**config.mk**
```make
export PLATFORM = sky130hd
export DESIGN_NAME = apb_wait_state_slave_flat
export DESIGN_NICKNAME = d
export VERILOG_FILES = /design/src/rtl/apb_wait_state_slave_if.sv /design/src/rtl/apb_wait_state_slave.sv /design/src/flat_wrapper.sv
export SDC_FILE = /design/constraint.sdc
export NUM_CORES = 1
export LEC_CHECK = 0
export ABC_AREA = 1
export CAP_MARGIN = 20
export CORE_MARGIN = 10
export CORE_UTILIZATION = 35
export DETAILED_ROUTE_END_ITERATION = 12
export MAX_ROUTING_LAYER = met4
export PLACE_DENSITY = 0.56
export SETUP_SLACK_MARGIN = 0.1
export SYNTH_ARGS = -nofsm -noshare
export SYNTH_HDL_FRONTEND = slang
export SYNTH_SLANG_ARGS = --single-unit
```
**constraint.sdc**
```tcl
create_clock -name HCLK -period 4.5 [get_ports HCLK]
set_clock_uncertainty 0.15 [all_clocks]
set_input_delay 0.675 -clock HCLK [delete_from_list [all_inputs] [get_ports HCLK]]
set_output_delay 0.675 -clock HCLK [all_outputs]
set_load 0.005 [all_outputs]
```
**src/rtl/apb_wait_state_slave_if.sv**
```systemverilog
// APB bus bundle between the bridge (master) and the wait-state completer (slave).
// Signals: PADDR/PWDATA/PWRITE/PSEL/PENABLE requester side; PRDATA/PREADY/PSLVERROR response.
interface apb_wait_state_slave_if;
    logic [31:0] PADDR;
    logic [31:0] PWDATA;
    logic        PWRITE;
    logic        PSEL;
    logic        PENABLE;
    logic [31:0] PRDATA;
    logic        PREADY;
    logic        PSLVERROR;

    modport master (
        output PADDR, PWDATA, PWRITE, PSEL, PENABLE,
        input  PRDATA, PREADY, PSLVERROR
    );

    modport slave (
        input  PADDR, PWDATA, PWRITE, PSEL, PENABLE,
        output PRDATA, PREADY, PSLVERROR
    );
endinterface

```
**src/rtl/apb_wait_state_slave.sv**
```systemverilog
// APB completer with word RAM, CTRL/ID/STATUS regs, programmable wait states, one-shot error.
// Ports: HCLK, HRESET (sync, active-high), apb (slave modport of apb_wait_state_slave_if).
module apb_wait_state_slave #(
    parameter int          DEPTH       = 16,
    parameter logic [31:0] BASE_ADDR   = 32'h0000_0000,
    parameter int          WAIT_STATES = 2,
    parameter logic [31:0] ID_VALUE    = 32'hA5B0_0001
) (
    input  logic                         HCLK,
    input  logic                         HRESET,
    apb_wait_state_slave_if.slave        apb
);

    localparam int IW = (DEPTH > 1) ? $clog2(DEPTH) : 1;

    typedef enum logic {IDLE, ACCESS} state_t;

    state_t      state_q, state_d;
    logic [3:0]  cnt_q, cnt_d;
    logic [31:0] off_q;
    logic [31:0] wdata_q;
    logic        wr_q;
    logic        err_q;
    logic        hit_q;
    logic [3:0]  wait_q;
    logic        err_once_q;
    logic [15:0] rdcnt_q;
    logic [15:0] wrcnt_q;
    logic [31:0] ram [2**IW];

    logic        setup;
    logic        done;
    logic        ready;
    logic [31:0] p_off;
    logic        p_err;
    logic [31:0] rdata;

    function automatic logic [3:0] decode(input logic [31:0] off);
        // {stat, id, ctrl, ram}
        decode = {off == 32'h108, off == 32'h104,
                  off == 32'h100, off < 32'(4 * DEPTH)};
    endfunction

    logic [3:0] p_dec;
    logic [3:0] q_dec;

    assign p_off = apb.PADDR - BASE_ADDR;
    assign p_dec = decode(p_off);
    assign q_dec = decode(off_q);

    // Error is fixed at setup; ERR_ONCE sampled here so a later CTRL write cannot affect it.
    assign p_err = (|p_off[1:0]) | ~(|p_dec) | (apb.PWRITE & p_dec[2]) | err_once_q;

    always_comb begin
        state_d = state_q;
        cnt_d   = cnt_q;
        setup   = 1'b0;
        done    = 1'b0;
        unique case (state_q)
            IDLE: begin
                if (apb.PSEL && !apb.PENABLE) begin
                    setup   = 1'b1;
                    state_d = ACCESS;
                end
            end
            ACCESS: begin
                if (!apb.PSEL) begin
                    state_d = IDLE;
                end else if (!apb.PENABLE) begin
                    // Abandon the current transfer and restart as a new setup.
                    setup = 1'b1;
                end else if (cnt_q == 4'd0) begin
                    done    = 1'b1;
                    state_d = IDLE;
                end else begin
                    cnt_d = cnt_q - 4'd1;
                end
            end
            default: state_d = IDLE;
        endcase
        if (setup) begin
            cnt_d = wait_q;
        end
    end

    always_ff @(posedge HCLK) begin
        if (HRESET) begin
            state_q    <= IDLE;
            cnt_q      <= 4'd0;
            off_q      <= 32'd0;
            wdata_q    <= 32'd0;
            wr_q       <= 1'b0;
            err_q      <= 1'b0;
            hit_q      <= 1'b0;
            wait_q     <= 4'(WAIT_STATES);
            err_once_q <= 1'b0;
            rdcnt_q    <= 16'd0;
            wrcnt_q    <= 16'd0;
        end else begin
            state_q <= state_d;
            cnt_q   <= cnt_d;
            if (setup) begin
                off_q   <= p_off;
                wdata_q <= apb.PWDATA;
                wr_q    <= apb.PWRITE;
                err_q   <= p_err;
                hit_q   <= err_once_q;
            end
            if (done) begin
                if (hit_q) begin
                    err_once_q <= 1'b0;
                end
                if (!err_q) begin
                    if (wr_q && q_dec[3]) begin
                        rdcnt_q <= 16'd0;
                        wrcnt_q <= 16'd0;
                    end else if (wr_q) begin
                        if (q_dec[1]) begin
                            wait_q     <= wdata_q[3:0];
                            err_once_q <= wdata_q[8];
                        end
                        if (wrcnt_q != 16'hFFFF) begin
                            wrcnt_q <= wrcnt_q + 16'd1;
                        end
                    end else if (rdcnt_q != 16'hFFFF) begin
                        rdcnt_q <= rdcnt_q + 16'd1;
                    end
                end
            end
        end
    end

    // RAM is not reset; a reset landing on the completion edge suppresses the write.
    always_ff @(posedge HCLK) begin
        if (!HRESET && done && !err_q && wr_q && q_dec[0]) begin
            ram[off_q[IW+1:2]] <= wdata_q;
        end
    end

    always_comb begin
        rdata = 32'd0;
        unique case (1'b1)
            q_dec[0]: rdata = ram[off_q[IW+1:2]];
            q_dec[1]: rdata = {23'd0, err_once_q, 4'd0, wait_q};
            q_dec[2]: rdata = ID_VALUE;
            q_dec[3]: rdata = {rdcnt_q, wrcnt_q};
            default:  rdata = 32'd0;
        endcase
    end

    assign ready         = (state_q == ACCESS) && (cnt_q == 4'd0);
    assign apb.PREADY    = ready;
    assign apb.PSLVERROR = ready & err_q;
    assign apb.PRDATA    = (ready && !wr_q && !err_q) ? rdata : 32'd0;

endmodule

```
**src/flat_wrapper.sv**
```systemverilog
// flat-port wrapper written by rule: the top's interface ports become plain ports
module apb_wait_state_slave_flat 
#(
    parameter int          DEPTH       = 16,
    parameter logic [31:0] BASE_ADDR   = 32'h0000_0000,
    parameter int          WAIT_STATES = 2,
    parameter logic [31:0] ID_VALUE    = 32'hA5B0_0001
)
  (HCLK, HRESET, apb_PADDR, apb_PWDATA, apb_PWRITE, apb_PSEL, apb_PENABLE, apb_PRDATA, apb_PREADY, apb_PSLVERROR);
  apb_wait_state_slave_if apb_i ();
  input  logic HCLK;
  input  logic HRESET;
  input wire logic [$bits(apb_i.PADDR)-1:0] apb_PADDR;
  input wire logic [$bits(apb_i.PWDATA)-1:0] apb_PWDATA;
  input wire logic [$bits(apb_i.PWRITE)-1:0] apb_PWRITE;
  input wire logic [$bits(apb_i.PSEL)-1:0] apb_PSEL;
  input wire logic [$bits(apb_i.PENABLE)-1:0] apb_PENABLE;
  output wire logic [$bits(apb_i.PRDATA)-1:0] apb_PRDATA;
  output wire logic [$bits(apb_i.PREADY)-1:0] apb_PREADY;
  output wire logic [$bits(apb_i.PSLVERROR)-1:0] apb_PSLVERROR;
  assign apb_i.PADDR = apb_PADDR;
  assign apb_i.PWDATA = apb_PWDATA;
  assign apb_i.PWRITE = apb_PWRITE;
  assign apb_i.PSEL = apb_PSEL;
  assign apb_i.PENABLE = apb_PENABLE;
  assign apb_PRDATA = apb_i.PRDATA;
  assign apb_PREADY = apb_i.PREADY;
  assign apb_PSLVERROR = apb_i.PSLVERROR;
  apb_wait_state_slave #(.DEPTH(DEPTH), .BASE_ADDR(BASE_ADDR), .WAIT_STATES(WAIT_STATES), .ID_VALUE(ID_VALUE)) u_core (.HCLK(HCLK), .HRESET(HRESET), .apb(apb_i));
endmodule
```
Word-level counts from Yosys, hierarchy flattened. Memories as Yosys holds them, arrays and structs flattened. A register that Yosys moved wholly into a read port is not among the register bits. Index checks and enable logic that the tools add are counted.

$add $sub $neg: 3. Magnitude comparators: 2. Equal/unequal tests: 10. Muxes and demuxes: 34. Bitwise gates (word level): 9. Reduce and logical (&&, ||, !) cells: 26.

Operators by type and width (count): $eq 32x9->1 const B (6); $pmux 32 s4 (1); $mux 16 (6); $lt 32x7->1 const B (2); $add 16x1->16 const B (2); $mux 32 (1); $ne 16x16->1 const B (2); $mux 4 (7); $mux 1 (17); $reduce_and 4->1 (3); $reduce_bool 2->1 (6); $logic_and 1x1->1 (9); $reduce_and 5->1 (1); $logic_not 1->1 (4); $logic_not 4->1 (1); $not 1->1 (4); $pmux 1 s2 (2); $reduce_or 4->1 (1); $sub 4x1->4 const B (1); $or 1x1->1 (3); $and 1x1->1 (2); $ne 2x1->1 const B (1); $ne 2x2->1 const B (1); $reduce_or 2->1 (1).

Flip-flop bits (word level): 109. Bits in writable memories: 512. Input port bits: 69. Memories kept: 1.

Memory list: u_core.ram (depth 16, bits a word 32, rd ports 1, clocked after memory_dff 1, wr ports 1, line apb_wait_state_slave.sv:29) `logic [31:0] ram [2**IW];`.

Logic depth before layout (Yosys ltp). Gate-level depths: netlist of the first run.

Word-level depth: 11. Depth in mapped cells: 14. Mapped depth without buffers: 14.

Least setup slack after synthesis of the first run. Ideal clock, no wire load.

Path kind: input-to-reg. From: input apb_PENABLE. To: memory u_core.ram[11][0] (enable). Library setup time: 421 ps. Arrival time: 3033 ps. Path slack: 896 ps. Stages: 8. Cell sequence: nand3_1 > nor2_4 > inv_1 > nor2_4 > inv_1 > nor3_2 > nand3_1 > nor2_1.

Cells in the longest elaborated chain, start to end: 9.

Ends and longest elaborated chain: start: declaration (line flat_wrapper.sv:17) `input wire logic [$bits(apb_i.PENABLE)-1:0] apb_PENABLE;`; $mux 1 (line apb_wait_state_slave.sv:69) `end else if (!apb.PENABLE) begin`; $mux 1 (line apb_wait_state_slave.sv:67) `if (!apb.PSEL) begin`; $mux 1 (line apb_wait_state_slave.sv:59) `unique case (state_q)`; $logic_and 1x1->1 (4 in series) (line apb_wait_state_slave.sv:135) `if (!HRESET && done && !err_q && wr_q && q_dec[0]) begin`; $mux 1 (line apb_wait_state_slave.sv:135); $mux 1 (implied by the code) (line apb_wait_state_slave.sv:136) `ram[off_q[IW+1:2]] <= wdata_q;`; end: declaration (line apb_wait_state_slave.sv:29).

No other way between the ends.

==> impl_metrics.toml, run 1 <==
[logic_synthesis]
syn_avg_cell_area_sq_um = 10.47
netlist.area_leader.share_pct = 59.44
ys_types = 42
synthCells = 2471
yosysTopAreaCell = "edfxtp_1"
synth_edf_count = 512
ys_seq_area_share_pct = 68.18
ys_ff_latch = 625
asyncSetResetFlopFracSynth_pct = 0
synth_area_sq_um = 25870
ys_warn_count = 0
syn-num-nets = 2544
synthTopCellsByArea = "edfxtp_1 (59%), nand2_1 (9.3%), dfxtp_1 (8.7%), a21oi_1 (4.9%), nand3_1 (4.4%)"
synthFlopType = "edfxtp_1"

[floorplan]
die_w_um = 291.9
dieArea_sq_um = 85180
dieHeight_um = 291.9
rows = 99
io_pins = 103
start_util_pct = 35.39
placeableCoreArea_sq_um = 73080

[global_routing]
grt_usage_pct = 17.66
grt_pass1_wl_um = 113400
grt-ovfl-total = 0
antenna_found_initial = 0
grt_pass1_vias = 18310
grt_max_degree = 86

[route]
met2_length_um = 36280
drt-initial-drc-count = 1601
wl_per_cell_um = 21.04
viasPerCell = 5.231
dr.pass1.iters = 5
highest_layer = "met4"
drc = 0
ant_nets = 0
wirelength_um = 75060
dr_wl_met3_um = 4364
num_vias = 18660
wl_met1_um = 32280

[worst_setup_path]
end_kind = "output port"
critPathKind = "flip-flop to output port"
crit_path_max_fanout = 46
required_ps = 3670
startpoint_type = "flip-flop"
cp_data_arrival_time_ps = 3410

[layout]
nNetsFinal = 2631
drive_above_1_share_pct = 7.589
layout.cells.most_common = "nand2_1"
post-route-util_pct = 41.51
insertedDiodeCount = 0
final_cell_mix = "nand2_1 (644), edfxtp_1 (512), a21oi_1 (251)"
syn2layout_area_growth_pct = 17.28

[timing]
fin_setup_tns_ps = 0
drv_slew = 0
setup_viol = 0
hold_viol = 0
worst_pin_slew_ps = 946.8
min_period_ps = 4237
fin_crit_sh_pct = 94.15
maxSlewHeadroom_pct = 36.81
rsz0062_at_grt = "no"
max_freq_mhz = 236.0

[clocking]
cts-root-buf = "clkbuf_16"
clk_pin_slew_ps = 60
clk_latency_ps = 610
htree_levels = 3
clkSinkCount = 625
cts_tree = "yes"
cts_buffers = 69
clk_path_buf_depth = 3

[power_and_ir_drop]
p_per_area_nw_per_um2 = 412.8
peakVddDrop_mv = 0.2308
leakage_nw = 10.71

[placement]
hpwl_um = 46660
gp_congestion = 0.8625
port_buffers = 102

[min_path]
hp-class = "flip-flop to flip-flop"

[run_status]
status = "finished, final reports clean"

[run]
max_cap_viol_count = 0
[worst max-delay path: stages, from the launching register on]
cell and delay (ps):
dfxtp_4 430, inv_4 490, buf_4 400, a21oi_1 70, a22oi_1 230, nand2_1 70, nand3_1 100, nand3_1 150
a21oi_1 260, clkdlybuf4s50_1 570
[synth_stat cells, types with 2 or more instances]
library cell	count
nand4_1	18
o21ai_0	140
inv_1	97
dfxtp_1	113
a211oi_1	2
buf_4	3
ha_1	4
nand3_2	2
nand3_1	228
inv_2	4
edfxtp_1	512
nand2_2	4
buf_2	47
nand2_1	644
nor4_1	3
nor2_2	5
a31oi_1	4
o21ai_1	2
nor2_1	225
nand2_4	4
nor3_1	13
nor2_4	4
clkbuf_1	70
buf_1	18
a21oi_1	251
a22oi_1	17
o31ai_1	20
buf_6	2
nand3b_1	2
[worst paths after layout]
check                                start                             to  slack (ps)  cells after the start
max reg2reg   u_core.cnt_q[0]$_SDFFE_PP0P_   u_core.ram[14][30]$_DFFE_PP_        1220                     11
min          u_core.off_q[18]$_SDFFE_PP0P_  u_core.off_q[18]$_SDFFE_PP0P_         320                      2
min reg2reg  u_core.off_q[18]$_SDFFE_PP0P_  u_core.off_q[18]$_SDFFE_PP0P_         320                      2
max                              flip-flop                 apb_PRDATA[26]         260                      9
[layout make-up]
cell class	count	area [sq um]
timing repair buffer	156	1647
inverter	102	404.1
clock inverter	22	127.6
sequential	625	17650
tap	959	1200
fill	6960	42750
multi-input combinational	1604	7367
clock buffer	100	1946
[registers in the layout (all words and copies together), names as in the netlist, named ones only]
signal and cells:
u_core.cnt_q 4, u_core.err_once_q 1, u_core.err_q 1, u_core.hit_q 1, u_core.off_q 32, u_core.ram 512
u_core.rdcnt_q 16, u_core.state_q 1, u_core.wait_q 4, u_core.wdata_q 32, u_core.wr_q 1, u_core.wrcnt_q 16
[power by group]
part / leakage (nW) / switching (mW) / internal (mW) / total (mW)
Sequential: 5.75 / 0.145 / 6.31 / 6.46
Clock: 1.01 / 2.27 / 3.01 / 5.28
Combinational: 3.94 / 0.537 / 0.253 / 0.790
Total: 10.7 / 2.95 / 9.57 / 12.5
[timing repair]
action / in CTS / in global routing
hold buffers: 0 / 0
setup buffers: 0 / 4
endpoints found under the hold margin: 0 / 0
resized for setup: 2 / 3
setup endpoints to repair: 18 / 19
pin swaps: 0 / 1
cloned: 0 / 0
[stage by stage]
stage	setup slack, ps	hold WS, ps	std cells	power (mW)	area [sq um]
2_1_floorplan	895.5	291.3	2471	6.970	25870
3_3_place_gp	535.1	304.4	3442	7.350	28210
3_5_place_dp	503.2	316.7	3442	7.365	28210
4_1_cts	112.3	324.8	3564	12.63	30290
5_1_grt	107.6	354.7	3568	12.97	30340
6_report	263.3	319.9	3568	12.52	30340
[per-layer routing]
metal	global-route usage [%]	vias to the layer above
li1	-	8761
met1	22.76	9148
met2	28.46	638
met3	2.709	117
met4	5.482	0
met5	-	-
[cells by family after synthesis]
family | Yosys count | synth area share, %
AO/OA/AOI/OAI | 441 | 8.982
XOR/XNOR | 1 | 0.03387
adder cells (fa/ha/maj) | 4 | 0.1935
buffers and inverters | 242 | 3.850
flip-flops | 625 | 68.18
AND/OR/NAND/NOR | 1158 | 18.76
No activity file was read; power rests on OpenSTA's default activity.
==> run 2: changes to the inputs <==
GPL_ROUTABILITY_DRIVEN = 1   (was not set)
==> results of run 2 <==
Final layout, timing and power as in run 1 (identical DEF).
==> run 3: changes to the inputs <==
CORE_UTILIZATION = 55   (was 35)
PLACE_DENSITY = 0.78   (was 0.56)
==> run 3 against run 2 <==
Compared with the run above:
- critical path depth did not move
- register-to-register slack worse by 80 ps
- sequential share of layout area increased by 1.4 points
- core utilization increased by 22 points
- clock power is 8.5% lower
- count of clock-buffer cells in the layout down 9
- cell area is 2.3% lower
- via count is 1.8% higher
- non-clock buffer count is 4 lower
- power fell by 3.9%
- sequential power is essentially flat
- cell count shrank 10%
- critical endpoint is now apb_PRDATA[9]
- largest cell class unchanged
==> impl_metrics.toml, run 3 (synthesis gave the netlist of run 1 again) <==
[global_routing]
grt_usage_pct = 23.96
grt-ovfl-total = 0
grt_pass1_wl_um = 103500
grt_max_degree = 142
grt_pass1_vias = 18490
antenna_found_initial = 0

[layout]
drive_above_1_share_pct = 7.247
nNetsFinal = 2617
regArea_sq_um = 17650
largest_reg_flops = 512
layout.cells.most_common = "nand2_1"
n_fill_cell = 3451
post-route-util_pct = 63.66
finalInstanceArea_sq_um = 29640
insertedDiodeCount = 0
syn2layout_area_growth_pct = 14.58
final_cell_mix = "nand2_1 (644), edfxtp_1 (512), a21oi_1 (251)"
multiInputGateArea_sq_um = 7362

[timing]
worst_pin_slew_ps = 886.0
setup_viol = 0
maxSlewHeadroom_pct = 40.87
fin_crit_sh_pct = 93.06
fin_setup_tns_ps = 0
whs_ps = 318.6
hold_viol = 0
max_freq_mhz = 238.8
min_period_ps = 4188
drv_slew = 0
rsz0062_at_grt = "no"

[clocking]
cts_tree = "yes"
cts-root-buf = "clkbuf_16"
hold_buffers = 0
clk_latency_ps = 620
clk_path_buf_depth = 3
cts_buffers = 59
htree_levels = 2
clk_pin_slew_ps = 60
clkSinkCount = 625

[route]
drc = 0
ant_nets = 0
wirelength_um = 67530
highest_layer = "met4"
wl_met1_um = 25660
wl_per_cell_um = 21.09
num_vias = 19000
dr.pass1.iters = 6
dr_wl_met3_um = 5610
met2_length_um = 33290
viasPerCell = 5.934
drt-initial-drc-count = 2280

[run]
max_cap_viol_count = 0

[floorplan]
placeableCoreArea_sq_um = 46560
io_pins = 103
dieHeight_um = 236.9
die_w_um = 236.9
rows = 79
start_util_pct = 55.56
dieArea_sq_um = 56110

[worst_setup_path]
crit_path_cell_trace = "inv_8 -> buf_4 -> a21oi_1 -> o21ai_0 -> o21ai_0 -> nand2_1 -> nand3_1 -> a21oi_1 -> clkdlybuf4s50_1"
critPathKind = "flip-flop to output port"
required_ps = 3670
cp_data_arrival_time_ps = 3360
end_kind = "output port"
critPathBufInv = 3
crit_path_max_fanout = 37
startpoint_type = "flip-flop"
cpPeakStageDelay_ps = 540
cpMaxStageDelayCell = "clkdlybuf4s50_1"
crit_family = "buffers and inverters"

[power_and_ir_drop]
p_int_mw = 9.276
combPwrFrac_pct = 6.4
p_per_area_nw_per_um2 = 406.1
leakage_nw = 10.60
power_mw = 12.04
p_seq_share_pct = 53.5
swShare_pct = 22.94
p_clk_share_pct = 40.1
peakVddDrop_mv = 0.4233
switchingPower_mw = 2.762

[min_path]
hp-class = "flip-flop to flip-flop"

[placement]
gp_congestion = 0.9172
hpwl_um = 41980
placed_area_sq_um = 27750
port_buffers = 102

[run_status]
status = "finished, final reports clean"
run 3: changes by cell type in the layout (fill, tap and decap cells not counted), sizes merged:
| cell | delta |
|---|---|
| bufinv | +1 |
| clkinv | -2 |
| clkinvlp | +2 |
| buf | -4 |
| clkbuf | -9 |
| inv | -3 |
run 3: power by group through the flow:
stage / Sequential (mW) / Combinational, mW / Clock [mW]
final: 6.44 / 0.770 / 4.83
after global placement: 6.55 / 0.731 / 0
after floorplan: 6.49 / 0.481 / 0
after detailed placement: 6.56 / 0.751 / 0
after global routing: 6.44 / 0.845 / 5.10
after CTS: 6.44 / 0.758 / 4.88
run 3: area by class of cell:
| type | instances | share of cell area (%) |
|---|---|---|
| Sequential cell | 625 | 59.53 |
| Tap cell | 607 | 2.562 |
| Multi-Input combinational cell | 1604 | 24.84 |
| Clock inverter | 20 | 0.4601 |
| Timing Repair Buffer | 152 | 5.399 |
| Clock buffer | 91 | 5.872 |
| Inverter | 102 | 1.334 |
run 3: what timing repair did:
item / in CTS / in global routing
endpoints found under the setup margin: 0 / 11
resized for setup: 0 / 2
buffers inserted: 0 / 1
run 3: per-stage QoR:
| stage | setup slack (ps) | instances |
|---|---|---|
| finish | 312.1 | 3201 |
| global route | 188.0 | 3201 |
| CTS | 137.7 | 3200 |
| detailed placement | 513.1 | 3089 |
| global placement | 617.1 | 3089 |
| floorplan | 895.5 | 2471 |
run 3: worst register-to-register path, stage by stage (launching register included):
cell and delay (ps):
dfxtp_1 310, inv_1 140, ha_1 220, nand3_2 140
nor2_4 170, inv_1 120, nor2_4 200, inv_1 80
nor3_2 310, nand3_1 430, nor2_4 560, buf_12 240
run 3: path summary, 6_finish.rpt:
| path | depth (start not counted) | start | slack [ps] | end |
|---|---|---|---|---|
| worst min-delay path | 2 | u_core.off_q[11]$_SDFFE_PP0P_ | 320 | u_core.off_q[11]$_SDFFE_PP0P_ |
| worst max register to register | 11 | u_core.cnt_q[0]$_SDFFE_PP0P_ | 1140 | u_core.ram[11][2]$_DFFE_PP_ |
| worst max-delay path | 9 | flip-flop | 310 | apb_PRDATA[9] |
| worst min register to register | 2 | u_core.off_q[11]$_SDFFE_PP0P_ | 320 | u_core.off_q[11]$_SDFFE_PP0P_ |
run 3: per-layer routing:
| metal | vias to the layer above | global-route usage (%) |
|---|---|---|
| li1 | 8718 | - |
| met1 | 9136 | 29.32 |
| met2 | 986 | 38.63 |
| met3 | 155 | 3.508 |
| met4 | 0 | 11.70 |
| met5 | - | - |
